==> config.mk <==
export PLATFORM = sky130hd
export DESIGN_NAME = udinput_interface
export DESIGN_NICKNAME = d
export VERILOG_FILES = /design/src/rtl/udio_pkg.sv /design/src/rtl/ud_debounce.sv /design/src/rtl/udinput_interface.sv
export SDC_FILE = /design/constraint.sdc
export NUM_CORES = 1
export LEC_CHECK = 0
export CAP_MARGIN = 15
export CELL_PAD_IN_SITES_DETAIL_PLACEMENT = 0
export CELL_PAD_IN_SITES_GLOBAL_PLACEMENT = 1
export CORE_MARGIN = 2
export CORE_UTILIZATION = 53
export DETAILED_ROUTE_END_ITERATION = 6
export PLACE_DENSITY = 0.95
export SETUP_SLACK_MARGIN = 0.05
export SLEW_MARGIN = 10
export SYNTH_ARGS = -nofsm -noshare
export SYNTH_HDL_FRONTEND = slang
export SYNTH_SLANG_ARGS = --single-unit
==> constraint.sdc <==
create_clock -name clk -period 5.21 [get_ports clk]
set_input_delay 1.042 -clock clk [delete_from_list [all_inputs] [get_ports clk]]
set_output_delay 1.042 -clock clk [all_outputs]
set_load 0.02 [all_outputs]
==> src/rtl/udio_pkg.sv <==
// Board user-I/O constants shared by the input front end and the LED interface.
// Holds board widths, default debounce timing and pad polarity helpers.
package udio_pkg;

  localparam int N_SW          = 10;
  localparam int N_KEY         = 4;
  localparam int DB_CYCLES_DEF = 500000;
  localparam int CNT_W_DEF     = 20;

  // Pad level that means "active" for each pin class, and the idle pad level.
  localparam logic KEY_ACTIVE_PAD = 1'b0;
  localparam logic KEY_IDLE_PAD   = 1'b1;
  localparam logic SW_ACTIVE_PAD  = 1'b1;
  localparam logic SW_IDLE_PAD    = 1'b0;

  typedef logic [N_SW-1:0]  sw_vec_t;
  typedef logic [N_KEY-1:0] key_vec_t;

  // Maps a raw pad level to an active-high value given the pad's active level.
  function automatic logic pad_to_active(input logic pad, input logic active_pad);
    return pad ~^ active_pad;
  endfunction

endpackage

==> src/rtl/ud_debounce.sv <==
// One-pin front end: 2-flop synchroniser, stability counter, debounced level
// and registered rise/fall pulses; toggle flags the cycle before a level change.
module ud_debounce
  import udio_pkg::*;
#(
  parameter int   DB_CYCLES  = DB_CYCLES_DEF,
  parameter int   CNT_W      = CNT_W_DEF,
  parameter logic IDLE_PAD   = 1'b0,
  parameter logic ACTIVE_PAD = 1'b1
) (
  input  logic clk,
  input  logic rst,
  input  logic pin,
  output logic level,
  output logic rise,
  output logic fall,
  output logic toggle
);

  localparam logic [CNT_W-1:0] DB_LAST = CNT_W'(DB_CYCLES - 1);

  logic             sync0_r;
  logic             sync1_r;
  logic [CNT_W-1:0] cnt_r;
  logic             stable_r;
  logic             rise_r;
  logic             fall_r;
  logic             synced_s;
  logic             differ_s;
  logic             toggle_s;

  assign synced_s = pad_to_active(sync1_r, ACTIVE_PAD);
  assign differ_s = synced_s != stable_r;
  assign toggle_s = differ_s && (cnt_r == DB_LAST);

  // Two-flop synchroniser, parked at the idle pad level during reset.
  always_ff @(posedge clk or negedge rst) begin
    if (!rst) begin
      sync0_r <= IDLE_PAD;
      sync1_r <= IDLE_PAD;
    end else begin
      sync0_r <= pin;
      sync1_r <= sync0_r;
    end
  end

  // Stability counter: restarts whenever the input agrees with the stable level.
  always_ff @(posedge clk or negedge rst) begin
    if (!rst) begin
      cnt_r <= {CNT_W{1'b0}};
    end else if (!differ_s || toggle_s) begin
      cnt_r <= {CNT_W{1'b0}};
    end else begin
      cnt_r <= cnt_r + {{(CNT_W-1){1'b0}}, 1'b1};
    end
  end

  // Accepted level and its edge pulses, all updated on the same edge.
  always_ff @(posedge clk or negedge rst) begin
    if (!rst) begin
      stable_r <= 1'b0;
      rise_r   <= 1'b0;
      fall_r   <= 1'b0;
    end else begin
      stable_r <= stable_r ^ toggle_s;
      rise_r   <= toggle_s & ~stable_r;
      fall_r   <= toggle_s & stable_r;
    end
  end

  assign level  = stable_r;
  assign rise   = rise_r;
  assign fall   = fall_r;
  assign toggle = toggle_s;

endmodule

==> src/rtl/udinput_interface.sv <==
// Board user-input front end: debounced switch/button levels and event pulses.
// Optional key auto-repeat is enabled by defining UDIN_AUTOREPEAT_EN.
module udinput_interface
  import udio_pkg::*;
#(
  parameter int N_SW          = udio_pkg::N_SW,
  parameter int N_KEY         = udio_pkg::N_KEY,
  parameter int DB_CYCLES     = DB_CYCLES_DEF,
  parameter int CNT_W         = CNT_W_DEF,
  parameter int REPEAT_DELAY  = 25000000,
  parameter int REPEAT_PERIOD = 5000000
) (
  input  logic             clk,
  input  logic             rst,
  input  logic [N_SW-1:0]  SW,
  input  logic [N_KEY-1:0] KEY,
  output logic [N_SW-1:0]  sw_level,
  output logic             sw_change,
  output logic [N_KEY-1:0] key_level,
  output logic [N_KEY-1:0] key_press,
  output logic [N_KEY-1:0] key_release
);

  logic [N_SW-1:0]  sw_level_s;
  logic [N_SW-1:0]  sw_rise_s;
  logic [N_SW-1:0]  sw_fall_s;
  logic [N_SW-1:0]  sw_toggle_s;
  logic [N_KEY-1:0] key_level_s;
  logic [N_KEY-1:0] key_rise_s;
  logic [N_KEY-1:0] key_fall_s;
  logic [N_KEY-1:0] key_toggle_s;
  logic             unused_ok_s;

  for (genvar i = 0; i < N_SW; i++) begin : g_sw
    ud_debounce #(
      .DB_CYCLES (DB_CYCLES),
      .CNT_W     (CNT_W),
      .IDLE_PAD  (SW_IDLE_PAD),
      .ACTIVE_PAD(SW_ACTIVE_PAD)
    ) u_db (
      .clk   (clk),
      .rst   (rst),
      .pin   (SW[i]),
      .level (sw_level_s[i]),
      .rise  (sw_rise_s[i]),
      .fall  (sw_fall_s[i]),
      .toggle(sw_toggle_s[i])
    );
  end

  for (genvar k = 0; k < N_KEY; k++) begin : g_key
    ud_debounce #(
      .DB_CYCLES (DB_CYCLES),
      .CNT_W     (CNT_W),
      .IDLE_PAD  (KEY_IDLE_PAD),
      .ACTIVE_PAD(KEY_ACTIVE_PAD)
    ) u_db (
      .clk   (clk),
      .rst   (rst),
      .pin   (KEY[k]),
      .level (key_level_s[k]),
      .rise  (key_rise_s[k]),
      .fall  (key_fall_s[k]),
      .toggle(key_toggle_s[k])
    );
  end

  // Simultaneous switch flips collapse into one pulse.
  assign sw_level    = sw_level_s;
  assign sw_change   = |(sw_rise_s | sw_fall_s);
  assign key_level   = key_level_s;
  assign key_release = key_fall_s;

`ifdef UDIN_AUTOREPEAT_EN
  localparam int              R_W         = $clog2(REPEAT_DELAY + 1);
  localparam logic [R_W-1:0]  DELAY_LAST  = R_W'(REPEAT_DELAY - 1);
  localparam logic [R_W-1:0]  PERIOD_LAST = R_W'(REPEAT_PERIOD - 1);

  logic [N_KEY-1:0] rep_pulse_s;

  for (genvar k = 0; k < N_KEY; k++) begin : g_rep
    logic [R_W-1:0] rep_cnt_r;
    logic           rep_first_r;
    logic           rep_r;
    logic [R_W-1:0] rep_limit_s;

    assign rep_limit_s = rep_first_r ? PERIOD_LAST : DELAY_LAST;

    // Repeat timer; the release edge clears it so a repeat never meets key_release.
    always_ff @(posedge clk or negedge rst) begin
      if (!rst) begin
        rep_cnt_r   <= {R_W{1'b0}};
        rep_first_r <= 1'b0;
        rep_r       <= 1'b0;
      end else if (!key_level_s[k] || key_toggle_s[k]) begin
        rep_cnt_r   <= {R_W{1'b0}};
        rep_first_r <= 1'b0;
        rep_r       <= 1'b0;
      end else if (rep_cnt_r == rep_limit_s) begin
        rep_cnt_r   <= {R_W{1'b0}};
        rep_first_r <= 1'b1;
        rep_r       <= 1'b1;
      end else begin
        rep_cnt_r   <= rep_cnt_r + {{(R_W-1){1'b0}}, 1'b1};
        rep_r       <= 1'b0;
      end
    end

    assign rep_pulse_s[k] = rep_r;
  end

  assign key_press   = key_rise_s | rep_pulse_s;
  assign unused_ok_s = ^sw_toggle_s;
`else
  assign key_press   = key_rise_s;
  assign unused_ok_s = ^{sw_toggle_s, key_toggle_s, 1'(REPEAT_DELAY & REPEAT_PERIOD)};
`endif

endmodule

==> results.tsv, run 1 <==
stage	metric	value	unit
floorplanning	DIE AREA	32600	um2
synthesis	Post-synth top flop	dfrtp_1	
synthesis	Yosys top cell by area	dfrtp_1	
timing	Setup Viol. Count Final	0	
clock_network	Longest Clk Path Bufs	3	
critical_path	Required @ worst endpoint	4.17	ns
detailed_routing	Residual DRC	0	
detailed_routing	Vias	11900	
floorplanning	Ports	39	
floorplanning	num rows	64	
grt	GRT Total Usage	19.4	%
clock_network	Post-CTS Hold Buffers	0	
grt	number of antenna violations at the first check in global routing	0	
cells_and_area	fin area	18500	um2
timing	Rel. slew slack	37.3	%
timing	Fin. Hold Viols	0	
synthesis	Yosys cell types	53	
grt	first-pass GRT wire length	54500	um
timing	Tightest Pin Transition	0.941	ns
cells_and_area	layout cells sized above 1	7.22	%
synthesis	post-synthesis sequential element count	350	
critical_path	CP cell instances	nor4_1 > and3_1 > nand3_1 > clkdlybuf4s50_1	
cells_and_area	area growth from synthesis to layout	12.1	%
floorplanning	Die X	180	um
timing	crit path time final	3.10	ns
synthesis	syn_area_per_cell	10.1	um2
cells_and_area	leading cell type in the layout, fill and taps excluded	dfrtp_1	
timing	Achievable Freq	0.323	GHz
detailed_routing	final wirelength	31000	um
synthesis	Area contributors post-synth	dfrtp_1 (52%), xnor2_1 (6.3%), nor2_1 (5.2%)	
critical_path	CP Class	reg -> out	
detailed_routing	Vias/cell	5.69	
status	status	completed	
grt	vias in the first global route	11600	
pwr	P_leak	7.41	nW
clock_network	CTS Root Cell	clkbuf_16	
critical_path	delay-heaviest family, CP	simple AND/OR/NAND/NOR gates	
clock_network	postcts setup bufs	0	
critical_path	CP max FO	1	
synthesis	Async SR Flop Fraction	100	%
synthesis	Ys Warns	0	
pwr	Logic pwr share	2.8	%
clock_network	CTS buffer count	38	
critical_path	Slowest-stage cell, CP	clkdlybuf4s50_1	
pwr	internal power	4.63	mW
cells_and_area	most frequent cells in the layout	dfrtp_1 (342), nor2_1 (230), xnor2_1 (118), nand2_1 (96), nand3_1 (89)	
critical_path	CP Launch Type	flop	
detailed_routing	Starting DRT DRC Count	780	
pwr	NetSw	1.24	mW
pwr	Worst IR Drop VDD	0.271	mV
cells_and_area	Finished Layout Cells	2085	
placement	DP Cell Count	2015	
synthesis	Post-Syn Instances	1634	
pwr	clock share of power	49.6	%
hold_path	worst min path class	reg -> reg	
pwr	power density over the cells	317	nW/um2
critical_path	Worst setup EP type	primary output	
clock_network	CTS tree	done	
cells_and_area	layout net count	1697	
run	# Max-Cap Violations	0	
floorplanning	Starting Density	53.8	%
timing	RSZ-0062 raised after global routing	false	
critical_path	crit-path max cell delay	0.58	ns
synthesis	Seq/Total Area, Yosys	53.1	%
pwr	switch share	21.1	%
clock_network	htree depth	2	
timing	max-slew violation count	0	
clock_network	later-pin clock latency in the skew report	0.52	ns
critical_path	CP Buf/Inv Count	1	
timing	setup_tns	0	ns
detailed_routing	Antenna Nets Post-Route	0	
clock_network	CTS-repair resized insts	0	
timing	clock skew	0.0109	ns
synthesis	Synth Net Count	1672	
grt	Overflow after GRT	0	
critical_path	WP data arrival	2.05	ns
placement	input/output buffers	38	
synthesis	top-area cell type share of the netlist area	51.8	%
placement	GP Congestion	0.840	
grt	largest net degree at the start of global routing	125	
detailed_routing	WL per Instance	14.9	um
synthesis	Post-Syn Area	16500	um2
synthesis	number of synthesized flops with an enable pin	0	
placement	Cell Area, Placed	17100	um2
placement	Post-DP HPWL	20500	um
clock_network	clock-pin transition on the worst setup and hold timing paths	0.06	ns
cells_and_area	post-layout util	60.3	%
floorplanning	DIE HEIGHT	180	um
floorplanning	Core Area	30700	um2
pwr	Total Power	5.88	mW
pwr	Flop pwr share	47.6	%
timing	period utilization	59.4	%
clock_network	Sinks on Clock Net	350	
cells_and_area	antenna cells	0	
detailed_routing	DR pass1 iterations	5	
cells in the mapped netlist, types with 7 or more instances:
master and instances:
dfstp_2 8, ha_1 22, mux2_2 9, xnor2_1 118, a31o_2 7, nand3_1 89
inv_1 54, and4_1 19, or3_1 51, nor2_1 230, nor3_1 51, and3_1 9
nor3b_1 21, or4_1 49, buf_4 22, nand4_1 79, o21ai_0 51, o31ai_1 16
nand2_1 96, xor2_1 69, a21oi_1 76, and2_1 7, clkbuf_1 16, nor4_1 44
dfrtp_1 342, buf_2 20
power groups by stage:
stage / Clock [mW] / Combinational [mW] / Sequential, mW
after floorplan: 0 / 0.0858 / 2.84
after global routing: 3.09 / 0.193 / 2.80
final: 2.91 / 0.165 / 2.80
after detailed placement: 0 / 0.169 / 2.85
after CTS: 2.98 / 0.171 / 2.80
after global placement: 0 / 0.165 / 2.84
worst register-to-register path, stage by stage, from the launching register on:
cell and delay (ns):
dfrtp_1 0.43, or4_1 0.52, nor4_1 0.43, a31o_1 0.65, nor2_1 0.12
layer usage:
metal | vias up | track usage [%] | share of wire (%) | wire, um
met5 | - | 0 | 0 | 0
met4 | 0 | 5.32 | 1.9 | 592
met3 | 48 | 3.23 | 3.8 | 1180
met2 | 151 | 31.6 | 47 | 14700
met1 | 5806 | 27.0 | 47 | 14500
li1 | 5853 | - | - | -
kinds of logic (layout without fill, tap and decap cells):
| family | after synthesis | in the layout | share of synthesized area, % |
|---|---|---|---|
| fa+ha+maj | 22 | 22 | 1.67 |
| mux | 10 | 10 | 0.682 |
| buf+inv | 114 | 169 | 3.26 |
| simple gates | 783 | 783 | 25.3 |
| xor+xnor | 187 | 187 | 9.92 |
| flops | 350 | 350 | 53.1 |
| compound gates | 168 | 168 | 6.09 |
registers in the layout, summed over array words and instances (netlist names), 10 cells and up, named ones only:
name,flops
g_sw.u_db.cnt_r,200
g_key.u_db.cnt_r,80
g_sw.u_db.fall,10
g_sw.u_db.rise,10
g_sw.u_db.sync0_r,10
g_sw.u_db.sync1_r,10
worst paths after layout:
path / startpoint / to / slack (ns) / cells after the start
worst max-delay path: g_sw[7].u_db.rise / sw_change / 2.11 / 4
worst max register to register: g_key[2].u_db.cnt_r[12] / g_key[2].u_db.cnt_r[6] / 2.92 / 4
worst min-delay path: g_sw[2].u_db.sync0_r / g_sw[2].u_db.sync1_r / 0.35 / 0
max in group asynchronous: rst / g_sw[6].u_db.cnt_r[7] / 3.49 / 2
worst min register to register: g_sw[2].u_db.sync0_r / g_sw[2].u_db.sync1_r / 0.35 / 0
min in group asynchronous: rst / g_key[1].u_db.cnt_r[7] / 0.58 / 1
cell type report:
type                       count  area (um2)
fill                        2577       12200
clock inverter                20         285
clock buffer                  50        1090
tap                          396         495
timing repair buffer          45         463
multi-input combinational   1170        7200
inverter                      54         203
sequential                   350        8770
per-stage QoR:
stage	hold WS (ns)	worst slack (ns)
final	0.346	2.11
after global routing	0.355	2.01
after CTS	0.348	2.06
after detailed placement	0.336	2.64
after global placement	0.333	2.69
after floorplan	0.331	3.18
Power figures use the tool's default switching activity.
==> inputs of run 2 (changes only) <==
CORE_UTILIZATION = 50   (was 53)
PLACE_DENSITY = 0.91   (was 0.95)
clock period = 3.1 ns   (was 5.21 ns; I/O delays follow)
==> run 2 against run 1 <==
- utilization shrank 3.3 points
- critical path depth shrank 1
- worst setup slack lost 1.7 ns
- cell count grew 2.3%
- wire length shrank 0.63%
- global-route usage shrank 0.82 points
- sequential share of layout area shrank 0.12 points
- register-to-register slack lost 2.0 ns
- total power grew 64%
- worst hold slack lost 0.34 ns
==> results.tsv, run 2 (same netlist as run 1, synthesis figures left out) <==
stage	metric	value	unit
detailed_routing	Starting DRT DRC Count	637	
floorplanning	DIE HEIGHT	186	um
clock_network	clock-pin transition on the worst setup and hold timing paths	0.06	ns
run	# Max-Cap Violations	0	
clock_network	htree depth	2	
pwr	Worst IR Drop VDD	0.471	mV
cells_and_area	layout net count	1699	
floorplanning	Ports	39	
timing	RSZ-0062 raised after global routing	false	
clock_network	CTS buffer count	38	
grt	grt met2 use	29.9	%
clock_network	Post-CTS Hold Buffers	0	
floorplanning	DIE AREA	34500	um2
critical_path	Required @ worst endpoint	2.48	ns
clock_network	Sinks on Clock Net	350	
clock_network	CTS-repair resized insts	0	
critical_path	CP Launch Type	flop	
placement	input/output buffers	38	
grt	met1 usage	25.8	%
placement	DP Cell Count	2063	
timing	Rel. slew slack	40.0	%
grt	met3 Use GR	3.25	%
clock_network	CTS tree	done	
critical_path	Worst setup EP type	primary output	
timing	Setup Viol. Count Final	0	
detailed_routing	final wirelength	30800	um
timing	Achievable Freq	0.371	GHz
critical_path	Worst Reg-to-Reg Cells	5	
grt	GRT Total Usage	18.5	%
critical_path	worst setup path start	g_sw[0].u_db.fall	
timing	max-slew violation count	0	
cells_and_area	leading cell type in the layout, fill and taps excluded	dfrtp_1	
cells_and_area	Top reg by flops	g_sw.u_db.cnt_r	
timing	Fin. Hold Viols	0	
detailed_routing	Vias/cell	5.56	
timing	setup_tns	0	ns
grt	Overflow after GRT	0	
clock_network	CTS Root Cell	clkbuf_16	
detailed_routing	DR pass1 iterations	5	
timing	crit path time final	2.70	ns
critical_path	crit-path max cell delay	0.61	ns
critical_path	Slowest-stage cell, CP	clkdlybuf4s50_1	
detailed_routing	WL per Instance	14.4	um
status	status	completed	
floorplanning	Starting Density	50.7	%
pwr	Total Power	9.64	mW
critical_path	FF-to-FF Start	g_sw[4].u_db.cnt_r[0]	
hold_path	worst min path class	in -> async	
cells_and_area	most frequent cells in the layout	dfrtp_1 (342), nor2_1 (230), xnor2_1 (118), nand2_1 (96), nand3_1 (89)	
clock_network	later-pin clock latency in the skew report	0.52	ns
placement	GP Congestion	0.806	
timing	Tightest Pin Transition	0.898	ns
pwr	P_leak	7.41	nW
timing	period utilization	87.0	%
grt	largest net degree at the start of global routing	82	
detailed_routing	Vias	11900	
clock_network	postcts setup bufs	0	
floorplanning	Die X	186	um
detailed_routing	Antenna Nets Post-Route	0	
critical_path	WP data arrival	2.08	ns
critical_path	CP Class	reg -> out	
clock_network	Longest Clk Path Bufs	3	
cells_and_area	Finished Layout Cells	2133	
placement	Post-DP HPWL	20500	um
grt	number of antenna violations at the first check in global routing	0	
floorplanning	Core Area	32500	um2
grt	first-pass GRT wire length	53800	um
floorplanning	num rows	66	
pwr	power density over the cells	520	nW/um2
critical_path	R2R Setup Slk	0.88	ns
critical_path	CP max FO	1	
detailed_routing	Residual DRC	0	
critical_path	CP cell instances	nor4_1 > nand3_1 > clkdlybuf4s50_1	
cells_and_area	area growth from synthesis to layout	12.4	%
timing	clock skew	0.0190	ns
grt	vias in the first global route	11600	
cells_and_area	layout cells sized above 1	7.33	%
cells_and_area	max reg flops	200	
grt	global route hottest layer	met2	
cells_and_area	antenna cells	0	
cells_and_area	largest registers	g_sw.u_db.cnt_r: 200 flops, g_key.u_db.cnt_r: 80 flops	
==> run 2: changes by cell type in the layout (fill, tap and decap cells not counted), sizes merged <==
cell and delta:
clkbuf +5, bufinv -3, buf +2, clkinv -2
clkinvlp -2, inv +2
==> run 2: worst paths after layout <==
check                                          end
min reg2reg                   g_sw[1].u_db.sync1_r
min                        g_key[1].u_db.cnt_r[12]
max reg2reg                 g_sw[4].u_db.cnt_r[18]
min in group clk              g_sw[1].u_db.sync1_r
max                                      sw_change
max in group asynchronous    g_sw[2].u_db.cnt_r[3]
==> run 2: cell type report <==
class	count	area (um2)
fillers	2824	14000
multi-input cells	1170	7200
clock inverters	15	199
inverters	54	203
clock buffers	55	1120
well taps	442	553
flip-flops and latches	350	8770
repair buffers	47	503
==> run 2: report_power, final <==
group | internal (mW) | switching [mW] | total [mW]
logic | 0.0897 | 0.193 | 0.282
clock network | 2.87 | 1.79 | 4.66
registers | 4.64 | 0.0666 | 4.70
==> run 2: worst max-delay path: cells and delay by family, from the launching register on <==
family,cells,cell delay (ns)
buffers and inverters,1,0.61
DFF,1,0.36
and+or+nand+nor,2,0.59
==> run 2: routing by layer <==
layer | part of all wire (%) | up-vias
met4 | 2.3 | 0
li1 | - | 5848
met5 | 0 | -
met1 | 48 | 5788
met3 | 3.9 | 51
met2 | 46 | 166
==> run 2: stage by stage <==
stage | hold slack (ns) | setup WS, ns | cell area (um2) | utilization [%]
floorplan | 0.324 | 1.07 | 16500 | -
global placement | 0.333 | 0.937 | 17200 | 53.0
detailed placement | 0.335 | 0.869 | 17200 | 53.0
CTS | 0.0112 | 0.387 | 18600 | 57.0
global route | 0.0212 | 0.269 | 18600 | 57.0
finish | 0.00590 | 0.401 | 18600 | 57.0
==> inputs of run 3 (changes only) <==
CORE_MARGIN = 4   (was 2)
SLEW_MARGIN = 0   (was 10)
==> run 3 against run 2 <==
- total power shrank 0.70%
- flip-flop and latch count is the same
- worst hold slack gained 0.019 ns
- via count grew 0.22%
- cell count is essentially flat
- utilization shrank 0.15 points
- critical path depth is the same
- wire length grew 0.98%
- register-to-register slack lost 0.02 ns
- clock power shrank 2%
- critical path type unchanged
- highest routed layer unchanged
==> results.tsv, run 3 (same netlist as run 1, synthesis figures left out) <==
stage	metric	value	unit
critical_path	WP data arrival	2.22	ns
critical_path	Worst setup EP type	primary output	
clock_network	Sinks on Clock Net	350	
detailed_routing	Vias/cell	5.57	
timing	Rel. slew slack	40.8	%
cells_and_area	area growth from synthesis to layout	12.1	%
clock_network	CTS tree	done	
grt	Overflow after GRT	0	
floorplanning	DIE AREA	36000	um2
grt	first-pass GRT wire length	55300	um
grt	met3 Use GR	3.05	%
detailed_routing	WL per Instance	14.6	um
cells_and_area	Top reg by flops	g_sw.u_db.cnt_r	
cells_and_area	antenna cells	0	
grt	GRT Total Usage	17.7	%
placement	DP Cell Count	2064	
floorplanning	DIE HEIGHT	190	um
floorplanning	Ports	39	
clock_network	postcts setup bufs	0	
floorplanning	Die X	190	um
placement	Post-DP HPWL	20800	um
timing	Achievable Freq	0.352	GHz
cells_and_area	max reg flops	200	
timing	period utilization	91.7	%
pwr	P_leak	7.41	nW
cells_and_area	layout net count	1700	
timing	fin worst setup slack	0.257	ns
timing	clock skew	0.0137	ns
run	# Max-Cap Violations	0	
timing	Setup Viol. Count Final	0	
grt	vias in the first global route	11800	
detailed_routing	Antenna Nets Post-Route	0	
floorplanning	Starting Density	50.7	%
timing	Tightest Pin Transition	0.885	ns
timing	Fin. Hold Viols	0	
cells_and_area	leading cell type in the layout, fill and taps excluded	dfrtp_1	
placement	pre-CTS setup slack	0.841	ns
critical_path	CP Class	reg -> out	
placement	input/output buffers	38	
cells_and_area	most frequent cells in the layout	dfrtp_1 (342), nor2_1 (230), xnor2_1 (118), nand2_1 (96), nand3_1 (89)	
clock_network	CTS-repair resized insts	0	
detailed_routing	Starting DRT DRC Count	650	
clock_network	CTS buffer count	38	
critical_path	Required @ worst endpoint	2.48	ns
timing	setup_tns	0	ns
hold_path	worst min path class	in -> async	
detailed_routing	Vias	11900	
pwr	Worst IR Drop VDD	0.458	mV
cells_and_area	Finished Layout Cells	2132	
pwr	Total Power	9.58	mW
timing	crit path time final	2.84	ns
grt	number of antenna violations at the first check in global routing	0	
grt	global route hottest layer	met2	
critical_path	R2R Setup Slk	0.86	ns
timing	RSZ-0062 raised after global routing	false	
clock_network	clock-pin transition on the worst setup and hold timing paths	0.06	ns
cells_and_area	layout cells sized above 1	7.28	%
status	status	completed	
clock_network	htree depth	2	
clock_network	Longest Clk Path Bufs	3	
cells_and_area	post-layout util	56.9	%
grt	largest net degree at the start of global routing	73	
placement	GP Congestion	0.823	
detailed_routing	Residual DRC	0	
cells_and_area	largest registers	g_sw.u_db.cnt_r: 200 flops, g_key.u_db.cnt_r: 80 flops	
clock_network	CTS Root Cell	clkbuf_16	
floorplanning	Core Area	32500	um2
pwr	power density over the cells	518	nW/um2
clock_network	Post-CTS Hold Buffers	0	
grt	grt met2 use	29.6	%
grt	met1 usage	24.3	%
floorplanning	num rows	66	
critical_path	CP max FO	1	
clock_network	later-pin clock latency in the skew report	0.52	ns
critical_path	CP Launch Type	flop	
detailed_routing	DR pass1 iterations	5	
detailed_routing	final wirelength	31100	um
timing	max-slew violation count	0	
==> run 3: changes by cell type in the layout (fill, tap and decap cells not counted), sizes merged <==
cell      change
buf           +1
clkinvlp      -2
inv           -1
clkinv        +4
clkbuf        -3
==> run 3: power by group <==
group          leakage, nW  internal (mW)  switching [mW]
Sequential            4.78           4.64          0.0650
Clock                0.642           2.80            1.79
Combinational         1.98         0.0896           0.194
Total                 7.41           7.53            2.05
==> run 3: per-layer routing <==
layer	vias to the layer above	wire length [um]
li1	5844	-
met1	5834	14700
met2	153	14600
met3	48	1190
met4	0	537
met5	-	0
==> run 3: final cells by class <==
cell class	count	area [um2]
fillers	2859	14000
clock inverters	16	184
inverters	54	203
repair buffers	48	498
clock buffers	52	1090
well taps	442	553
flip-flops and latches	350	8770
multi-input cells	1170	7200
==> run 3: stage by stage <==
stage | hold slack, ns | instance area (um2)
after floorplan | 0.324 | 16500
after global placement | 0.336 | 17200
after detailed placement | 0.340 | 17200
after CTS | 0.0318 | 18500
after global routing | 0.0518 | 18500
final | 0.0244 | 18500
==> run 3: worst max-delay path, stage by stage (launching register included) <==
cell	delay, ns
dfrtp_1	0.37
nor4_1	0.56
nand3_1	0.15
clkdlybuf4s50_1	0.63
==> run 3: final timing paths <==
kind                            cells past startpoint                    start                       to
worst max-delay path                                3        g_sw[0].u_db.fall                sw_change
worst min-delay path                                1                      rst  g_key[1].u_db.cnt_r[18]
worst max register to register                      4  g_key[2].u_db.cnt_r[14]   g_key[2].u_db.cnt_r[6]
worst min register to register                      0     g_sw[6].u_db.sync0_r     g_sw[6].u_db.sync1_r
max in group asynchronous                           2                      rst    g_key[0].u_db.sync0_r
min in group clk                                    0     g_sw[6].u_db.sync0_r     g_sw[6].u_db.sync1_r
